--- src/rtl/usb_tx_pkg.sv ---
// usb_tx_pkg
//   Shared definitions for the full-speed USB transmit bit engine:
//   the FSM state type, default bit timing and stuffing limit, the SYNC
//   byte and the 2-bit line-state codes packed as {d_plus, d_minus}.
package usb_tx_pkg;

  typedef enum logic [2:0] {
    ST_IDLE,
    ST_SYNC,
    ST_DATA,
    ST_EOP_SE0,
    ST_EOP_J
  } tx_state_t;

  localparam int CLKS_PER_BIT_DEF = 8;
  localparam int STUFF_LIMIT_DEF  = 6;

  // Sent LSB first, this is seven 0s followed by a 1.
  localparam logic [7:0] SYNC_PATTERN = 8'h80;

  localparam logic [1:0] LINE_J   = 2'b10;
  localparam logic [1:0] LINE_K   = 2'b01;
  localparam logic [1:0] LINE_SE0 = 2'b00;

endpackage

--- src/rtl/usb_tx_nrzi.sv ---
// usb_tx_nrzi
//   Registered NRZI line driver. On each bit strobe the line either
//   toggles (bit 0), holds (bit 1), goes to SE0, or returns to J.
// Ports:
//   clk, rst      system clock, synchronous active-high reset (line -> J)
//   i_bit_strobe  a new bit period starts at this edge
//   i_bit         value of the new bit (ignored for SE0/idle requests)
//   i_se0         new bit period is SE0
//   i_idle        new bit period is J (end of EOP / idle)
//   o_d_plus      bus D+
//   o_d_minus     bus D-
module usb_tx_nrzi
  import usb_tx_pkg::*;
(
  input  logic clk,
  input  logic rst,
  input  logic i_bit_strobe,
  input  logic i_bit,
  input  logic i_se0,
  input  logic i_idle,
  output logic o_d_plus,
  output logic o_d_minus
);

  logic [1:0] r_line;

  // Line register. Toggling is a swap of D+/D- because J and K are
  // mirror images of each other; it is only ever requested from J or K.
  always_ff @(posedge clk) begin
    if (rst) begin
      r_line <= LINE_J;
    end else if (i_bit_strobe) begin
      if (i_idle) begin
        r_line <= LINE_J;
      end else if (i_se0) begin
        r_line <= LINE_SE0;
      end else if (!i_bit) begin
        r_line <= {r_line[0], r_line[1]};
      end
    end
  end

  assign o_d_plus  = r_line[1];
  assign o_d_minus = r_line[0];

endmodule

--- src/rtl/usb_tx_bit_engine.sv ---
// usb_tx_bit_engine
//   Full-speed USB transmit bit engine: bit timer, SYNC generation,
//   LSB-first byte serialiser, bit stuffer, NRZI line driver and EOP.
// Ports:
//   clk, rst       system clock, synchronous active-high reset
//   tx_start       begin a packet (honoured only while idle)
//   tx_data        next byte to send, LSB first
//   tx_data_valid  tx_data holds a byte to send
//   tx_byte_ack    tx_data is consumed at the end of this cycle
//   transmitting   high from the first SYNC bit through the last EOP J cycle
//   d_plus/d_minus bus lines
//   tx_done        one-cycle pulse in the first idle cycle after EOP
module usb_tx_bit_engine
  import usb_tx_pkg::*;
#(
  parameter int CLKS_PER_BIT = CLKS_PER_BIT_DEF,
  parameter int STUFF_LIMIT  = STUFF_LIMIT_DEF
)
(
  input  logic       clk,
  input  logic       rst,
  input  logic       tx_start,
  input  logic [7:0] tx_data,
  input  logic       tx_data_valid,
  output logic       tx_byte_ack,
  output logic       transmitting,
  output logic       d_plus,
  output logic       d_minus,
  output logic       tx_done
);

  localparam int CW = (CLKS_PER_BIT > 1) ? $clog2(CLKS_PER_BIT) : 1;
  localparam int OW = $clog2(STUFF_LIMIT + 1);
  localparam logic [CW-1:0] LAST_CLK = CW'(CLKS_PER_BIT - 1);
  localparam logic [OW-1:0] ONES_MAX = OW'(STUFF_LIMIT);

  tx_state_t     r_state, w_state_nx;
  logic [CW-1:0] r_clk_cnt, w_clk_cnt_nx;
  logic [2:0]    r_bit_idx, w_bit_idx_nx;
  logic [OW-1:0] r_ones_cnt, w_ones_cnt_nx;
  logic [7:0]    r_shift, w_shift_nx;
  logic          r_stuff, w_stuff_nx;
  logic          r_load_pending, w_load_pending_nx;
  logic          r_done, w_done_nx;

  logic          w_boundary;
  logic          w_in_bits;
  logic [OW-1:0] w_ones_after;
  logic          w_need_stuff;
  logic          w_load_point;
  logic          w_strobe, w_bit, w_se0, w_idle;

  // r_stuff marks a bit period that is a stuffed 0. A stuff slot after a
  // data bit 0-6 is entered with the shifter already advanced to the next
  // bit, so the shifter simply holds through it. A stuff slot after bit 7
  // sets r_load_pending instead, so the byte load happens when it ends.
  assign w_boundary   = (r_clk_cnt == LAST_CLK);
  assign w_in_bits    = (r_state == ST_SYNC) || (r_state == ST_DATA);
  assign w_ones_after = (r_stuff || !r_shift[0]) ? '0 : r_ones_cnt + OW'(1);
  assign w_need_stuff = !r_stuff && (w_ones_after == ONES_MAX);
  assign w_load_point = w_in_bits && w_boundary &&
                        (r_stuff ? r_load_pending
                                 : ((r_bit_idx == 3'd7) && !w_need_stuff));

  assign tx_byte_ack  = w_load_point && tx_data_valid;
  assign transmitting = (r_state != ST_IDLE);
  assign tx_done      = r_done;

  // Next-state logic. Every bit period begins with a strobe to the NRZI
  // driver carrying the value of the bit that starts on that edge, so the
  // line changes on the same edge as the state/counters.
  always_comb begin
    w_state_nx        = r_state;
    w_clk_cnt_nx      = r_clk_cnt;
    w_bit_idx_nx      = r_bit_idx;
    w_ones_cnt_nx     = r_ones_cnt;
    w_shift_nx        = r_shift;
    w_stuff_nx        = r_stuff;
    w_load_pending_nx = r_load_pending;
    w_done_nx         = 1'b0;
    w_strobe          = 1'b0;
    w_bit             = 1'b1;
    w_se0             = 1'b0;
    w_idle            = 1'b0;

    if (r_state != ST_IDLE) begin
      w_clk_cnt_nx = w_boundary ? '0 : r_clk_cnt + CW'(1);
    end

    unique case (r_state)
      ST_IDLE: begin
        if (tx_start) begin
          w_state_nx        = ST_SYNC;
          w_shift_nx        = SYNC_PATTERN;
          w_bit_idx_nx      = '0;
          w_ones_cnt_nx     = '0;
          w_stuff_nx        = 1'b0;
          w_load_pending_nx = 1'b0;
          w_strobe          = 1'b1;
          w_bit             = SYNC_PATTERN[0];
        end
      end

      ST_SYNC, ST_DATA: begin
        if (w_boundary) begin
          w_ones_cnt_nx = w_ones_after;
          w_strobe      = 1'b1;
          if (w_load_point) begin
            w_stuff_nx        = 1'b0;
            w_load_pending_nx = 1'b0;
            w_bit_idx_nx      = '0;
            if (tx_data_valid) begin
              w_state_nx = ST_DATA;
              w_shift_nx = tx_data;
              w_bit      = tx_data[0];
            end else begin
              w_state_nx = ST_EOP_SE0;
              w_se0      = 1'b1;
            end
          end else if (w_need_stuff) begin
            w_stuff_nx = 1'b1;
            w_bit      = 1'b0;
            if (r_bit_idx == 3'd7) begin
              w_load_pending_nx = 1'b1;
            end else begin
              w_shift_nx   = {1'b0, r_shift[7:1]};
              w_bit_idx_nx = r_bit_idx + 3'd1;
            end
          end else if (r_stuff) begin
            w_stuff_nx = 1'b0;
            w_bit      = r_shift[0];
          end else begin
            w_shift_nx   = {1'b0, r_shift[7:1]};
            w_bit_idx_nx = r_bit_idx + 3'd1;
            w_bit        = r_shift[1];
          end
        end
      end

      ST_EOP_SE0: begin
        if (w_boundary) begin
          if (r_bit_idx == 3'd1) begin
            w_state_nx   = ST_EOP_J;
            w_bit_idx_nx = '0;
            w_strobe     = 1'b1;
            w_idle       = 1'b1;
          end else begin
            w_bit_idx_nx = r_bit_idx + 3'd1;
          end
        end
      end

      ST_EOP_J: begin
        if (w_boundary) begin
          w_state_nx = ST_IDLE;
          w_done_nx  = 1'b1;
        end
      end

      default: begin
        w_state_nx = ST_IDLE;
      end
    endcase
  end

  // State and counter registers; reset aborts any packet immediately.
  always_ff @(posedge clk) begin
    if (rst) begin
      r_state        <= ST_IDLE;
      r_clk_cnt      <= '0;
      r_bit_idx      <= '0;
      r_ones_cnt     <= '0;
      r_shift        <= '0;
      r_stuff        <= 1'b0;
      r_load_pending <= 1'b0;
      r_done         <= 1'b0;
    end else begin
      r_state        <= w_state_nx;
      r_clk_cnt      <= w_clk_cnt_nx;
      r_bit_idx      <= w_bit_idx_nx;
      r_ones_cnt     <= w_ones_cnt_nx;
      r_shift        <= w_shift_nx;
      r_stuff        <= w_stuff_nx;
      r_load_pending <= w_load_pending_nx;
      r_done         <= w_done_nx;
    end
  end

  usb_tx_nrzi u_nrzi (
    .clk          (clk),
    .rst          (rst),
    .i_bit_strobe (w_strobe),
    .i_bit        (w_bit),
    .i_se0        (w_se0),
    .i_idle       (w_idle),
    .o_d_plus     (d_plus),
    .o_d_minus    (d_minus)
  );

endmodule

--- config.mk ---
export PLATFORM = sky130hd
export DESIGN_NAME = usb_tx_bit_engine
export DESIGN_NICKNAME = d
export VERILOG_FILES = /design/src/rtl/usb_tx_pkg.sv /design/src/rtl/usb_tx_nrzi.sv /design/src/rtl/usb_tx_bit_engine.sv
export SDC_FILE = /design/constraint.sdc
export NUM_CORES = 1
export LEC_CHECK = 0
export ABC_CLOCK_PERIOD_IN_PS = 5900
export CAP_MARGIN = 20
export CORE_AREA = 4 4 72 80
export DETAILED_ROUTE_END_ITERATION = 12
export DIE_AREA = 0 0 76 84
export HOLD_SLACK_MARGIN = 0.05
export PLACE_DENSITY = 0.51
export SYNTH_ARGS = -nofsm -noshare
export SYNTH_HDL_FRONTEND = slang
export SYNTH_SLANG_ARGS = --single-unit
export TNS_END_PERCENT = 50
--- constraint.sdc ---
create_clock -name clk -period 5.9 [get_ports clk]
set_input_delay 1.18 -clock clk [delete_from_list [all_inputs] [get_ports clk]]
set_output_delay 1.18 -clock clk [all_outputs]
set_load 0.05 [all_outputs]
# ---- After elaboration in Yosys (flattened, before gate mapping)
# Cells that the tools add are included.
dict set report classes {
  n_addsub 3
  mul 0
  div_mod_pow 0
  order_cmp 0
  eq_ne 20
  shift 0
  n_mux 60
  bitwise_logic 1
  reduce_logical 22
}
# operator n
set ops {}
lappend ops {{2-to-1 mux 8 bit} 7}
lappend ops {{2-to-1 mux 3 bit} 17}
lappend ops {{2-to-1 mux 1 bit} 25}
lappend ops {{AND reduction 6 bit} 3}
lappend ops {{one-hot mux 8 bit (2 select lines)} 1}
lappend ops {{== test 3 bit (second input constant)} 4}
lappend ops {{!= test 2 bit (second input constant)} 6}
lappend ops {{!= test 3 bit (second input constant)} 4}
lappend ops {{one-hot mux 3 bit (4 select lines)} 1}
lappend ops {{adder 3 x 1 -> 3 bit (second input constant)} 3}
lappend ops {{one-hot mux 3 bit (3 select lines)} 1}
lappend ops {{!= test 4 bit (second input constant)} 2}
lappend ops {{== test 3 x 1 -> 1 bit (second input constant)} 2}
lappend ops {{== test 3 x 2 -> 1 bit (second input constant)} 2}
lappend ops {{2-to-1 mux 2 bit} 3}
lappend ops {{one-hot mux 1 bit (2 select lines)} 3}
lappend ops {{one-hot mux 3 bit (2 select lines)} 1}
lappend ops {{nonzero test 3 bit} 2}
lappend ops {{logical AND 1 bit} 5}
lappend ops {{AND reduction 5 bit} 1}
lappend ops {{OR reduction 2 bit} 2}
lappend ops {{zero test 1 bit} 3}
lappend ops {{zero test 3 bit} 1}
lappend ops {{one-hot mux 1 bit (3 select lines)} 1}
lappend ops {{5 further kinds} 6}
dict set report totals {
  register_bits 25
  latch_bits 0
  ram_bits 0
  rom_bits 0
  out_inout_bits 5
  n_memories 0
}

# ---- Longest topological paths before layout
dict set report depth {
  ltp_word 15
  depth_mapped 9
  ltp_nobuf 7
}

# ---- Hierarchy
# From an unflattened synthesis, not the netlist that was laid out.
dict set report unflattened {
  hier_cells 175
  hier_area_um2 1522.7
}
# module n_inst cells_per_inst area_each_um2 seq_area_each_um2
set by_module_without_submodules {}
lappend by_module_without_submodules {usb_tx_bit_engine 1 163 1417.6 460.4}
lappend by_module_without_submodules {usb_tx_nrzi 1 12 105.1 40.0}

# ---- Least setup slack after synthesis
# OpenSTA, ideal clock, no wires.
dict set report synth_path {
  path_type {reg-to-output}
  start {reg r_clk_cnt[0]}
  end {out tx_byte_ack}
  arrival_ns 1.918
  required_time_ns 4.720
  setup_slack_ns 2.802
  path_stages_with_launch 8
  path_buffers 2
  path_cell_list {dfxtp_1 ha_1 ha_1 clkbuf_1 inv_2 a211oi_4 buf_6 and3_1}
}
dict set report synth_via {
  elab_chain_cells 4
}
# item line
set synth_lines {}
lappend synth_lines {{from (decl)} usb_tx_bit_engine.sv:38} ;# logic [CW-1:0] r_clk_cnt, w_clk_cnt_nx;
lappend synth_lines {{from (signal assigned)} usb_tx_bit_engine.sv:179} ;# r_clk_cnt <= w_clk_cnt_nx;
lappend synth_lines {{== test 3 bit} usb_tx_bit_engine.sv:57} ;# assign w_boundary = (r_clk_cnt == LAST_CLK);
lappend synth_lines {{via w_boundary} usb_tx_bit_engine.sv:46} ;# logic w_boundary;
lappend synth_lines {{logical AND 1 bit (2 in a row)} usb_tx_bit_engine.sv:61} ;# assign w_load_point = w_in_bits && w_boundary &&
lappend synth_lines {{logical AND 1 bit} usb_tx_bit_engine.sv:65} ;# assign tx_byte_ack = w_load_point && tx_data_valid;
lappend synth_lines {{to (decl)} usb_tx_bit_engine.sv:25} ;# output logic tx_byte_ack,
# The timed path passes the listed nets, and every way through them passes these cells.

# ---- Worst setup path after layout
dict set report layout_path {
  start {in tx_data_valid}
  end {out tx_byte_ack}
}
dict set report layout_via {
  elab_chain_cells 1
}
# item line
set layout_lines {}
lappend layout_lines {{from (decl)} usb_tx_bit_engine.sv:24} ;# input logic tx_data_valid,
lappend layout_lines {{logical AND 1 bit} usb_tx_bit_engine.sv:65}
# No other way between the ends.

==> flow_metrics.tcl <==
set metrics [dict create \
    drtIter0Drc 123 \
    io_pins 17 \
    cts_tree "yes" \
    grt_pass1_vias 1297 \
    fin_nets 202 \
    async_flop_share_pct 0 \
    switching_power_w 0.000138 \
    cts_setup_buffers 0 \
    fin_worst_hold_slack_ps 477 \
    critPathMaxFanout 5 \
    cts_resized 0 \
    grt_first_pass_wirelength_um 6210 \
    worst_slew_pin_slew_ps 955 \
    via_count 1286 \
    hold_violations 0 \
    first_pass_iters 4 \
    wl_met1_um 1710 \
    worstSetupEndpointType "output pin" \
    ys_ff_latch 25 \
    cp_slowest_stage_delay_ps 800 \
    wl_met2_um 1630 \
    dp_hpwl_um 2370 \
    cts_buffers 3 \
    die_y_um 84 \
    place_ws_ps 1990 \
    grt_max_degree 25 \
    fp.coreArea_mm2 0.00497 \
    post_drt_wl_per_cell_um 14.6 \
    finalNonFillerCells 241 \
    netlist_instances 173 \
    yosys_warnings 0 \
    clk_latency_ps 270 \
    io_buffers 16 \
    r2r-start "r_ones_cnt[0]$_SDFFE_PP0P_" \
    cp_num_buf_inv 2 \
    synth_cell_types 48 \
    antenna_found_initial 0 \
    worstPathCellList "clkdlybuf4s50_1 > and3_1 > clkdlybuf4s50_1" \
    crit_slowest_cell "clkdlybuf4s50_1" \
    r2r_setup_slack_ps 3570 \
    grt_usage_pct 11.7 \
    p_leak_nw 0.605 \
    maxCapViolCount 0 \
    antenna_cells 0 \
    p_int_w 0.000267 \
    netlist_area_mm2 0.00150 \
    power_density_mw_per_mm2 235 \
    syn_to_final_growth_pct 15.3 \
    synth_area_leaders "dfxtp_1 (33%), a21oi_1 (6.7%), mux2_1 (5.3%)" \
    seqPwrFrac_pct 46.5 \
    grt.overflow.total 0 \
    initial_core_util_pct 30.2 \
    fmax_ghz 0.256 \
    period_minus_slack_ps 3900 \
    path_delay_family "buffers and inverters" \
    path_class "input port to output pin" \
    crit_required_ps 4720 \
    yosysTopAreaCellShare_pct 33.4 \
    htree_levels 1 \
    cts-hold-fix-buffers 0 \
    avgSynthCellArea_um2 8.66 \
    finClkSkew_ps 3.75 \
    rows 27 \
    swShare_pct 34.1 \
    clock_power_share_pct 26.1 \
    drive_gt1_share_pct 6.56 \
    clockBufferDepth 2 \
    crit_path_start "tx_data_valid" \
    cts.sinks 25 \
    hold_class "flip-flop to flip-flop" \
    setup_tns_ps 0 \
    antenna_left 0 \
    max_slew_margin_pct 36.1 \
    ys_seq_area_share_pct 33.4 \
    worstHoldStart "r_shift[2]$_SDFFE_PP0P_" \
    top_layer "met4" \
    synthTopCellsByCount "dfxtp_1 (25), a21oi_1 (20), nor2_1 (10)" \
    routabilityCongestion 0.741 \
    drc 0 \
    yosysMostFrequentCell "dfxtp_1" \
    netlist.top_cell.by_area "dfxtp_1" \
    synth_fp_nets 191 \
    status "finished, final reports clean" \
    pwr-share-comb_pct 27.4 \
    dieArea_mm2 0.00638 \
    synth_top_flop_cell "dfxtp_1" \
    synth_edf_count 0 \
    clk_pin_slew_worst_paths_ps 90 \
    wl_um 3520 \
    crit_top_cell "clkdlybuf4s50_1" \
    rsz0062_at_grt "false" \
    critPathArrivalTime_ps 2720 \
    fin_crit_sh_pct 66.2 \
    dr_wl_met3_um 107 \
    cts_root_buffer "clkbuf_8" \
    vias_per_cell 5.34 \
    setup_viol 0 \
    fin_ws_ps 2000 \
    slew_viol_final 0 \
    ir_drop_uv 74.3 \
    placed_cells 237 \
    cp-start-kind "input port" \
    die-width_um 76 \
]
## power groups by stage
stage	registers [W]	clock network [W]	logic [W]
after detailed placement	0.000192	0	0.000111
after CTS	0.000188	0.000109	0.000112
after global routing	0.000190	0.000117	0.000124
final	0.000188	0.000106	0.000111
after global placement	0.000192	0	0.000112
after floorplan	0.000197	0	0.0000745
## placed cells by master (no fill, tap or decap), drive strengths merged, types with 2 or more instances in the layout
cell type,count
a211oi,4
a21oi,20
a221oi,2
and3,2
clkbuf,4
clkdlybuf4s50,16
dfxtp,25
ha,6
inv,8
mux2,8
mux2i,7
nand2,8
nand2b,6
nand3,6
nand4,8
nor2,10
nor3,5
nor4b,2
o21ai,12
or3,3
## worst min-delay path, stage by stage (launching register included)
cell     delay, ps
dfxtp_1        320
o21ai_0         60
a21oi_1         60
## sequential cells by signal, indices dropped and copies added, names as in the netlist
register,cells
tx_done,1
r_ones_cnt,3
r_state,3
r_clk_cnt,3
r_bit_idx,3
r_load_pending,1
r_shift,8
u_nrzi.r_line,2
r_stuff,1
## final timing paths
check,endpoint,cells past startpoint
setup reg to reg,r_shift[7]$_SDFFE_PP0P_,7
hold / removal,r_shift[2]$_SDFFE_PP0P_,2
hold reg to reg,r_shift[2]$_SDFFE_PP0P_,2
setup / recovery,tx_byte_ack,3
## stage by stage
step                      utilization (%)  total power (W)  area, um^2
after CTS                            34.8         0.000410        1730
final                                34.8         0.000405        1730
after detailed placement             33.9         0.000304        1680
after global placement               33.9         0.000304        1680
after floorplan                         -         0.000272        1500
after global routing                 34.8         0.000431        1730
## layout make-up
type | instances | area, um^2
Clock buffer | 4 | 45.0
Multi-Input combinational cell | 129 | 911
Timing Repair Buffer | 17 | 168
Sequential cell | 25 | 500
Fill cell | 533 | 3240
Inverter | 8 | 30.0
Tap cell | 58 | 72.6
## cell families (layout without fill, tap and decap cells)
kind of cell    Yosys count  after routing  share of synthesized area (%)
simple gates             55             55                           21.3
xor+xnor                  2              2                           1.17
flops                    25             25                           33.4
mux                      15             15                           10.7
compound gates           51             51                           22.6
buf+inv                  19             29                           5.76
fa+ha+maj                 6              6                           5.01
## per-layer routing
layer  vias to the layer above  track usage [%]
li1                        658                -
met4                         0             5.66
met2                        19             19.0
met5                         -                0
met3                         5             2.05
met1                       604             14.9
No activity file was read; power rests on OpenSTA's default activity.
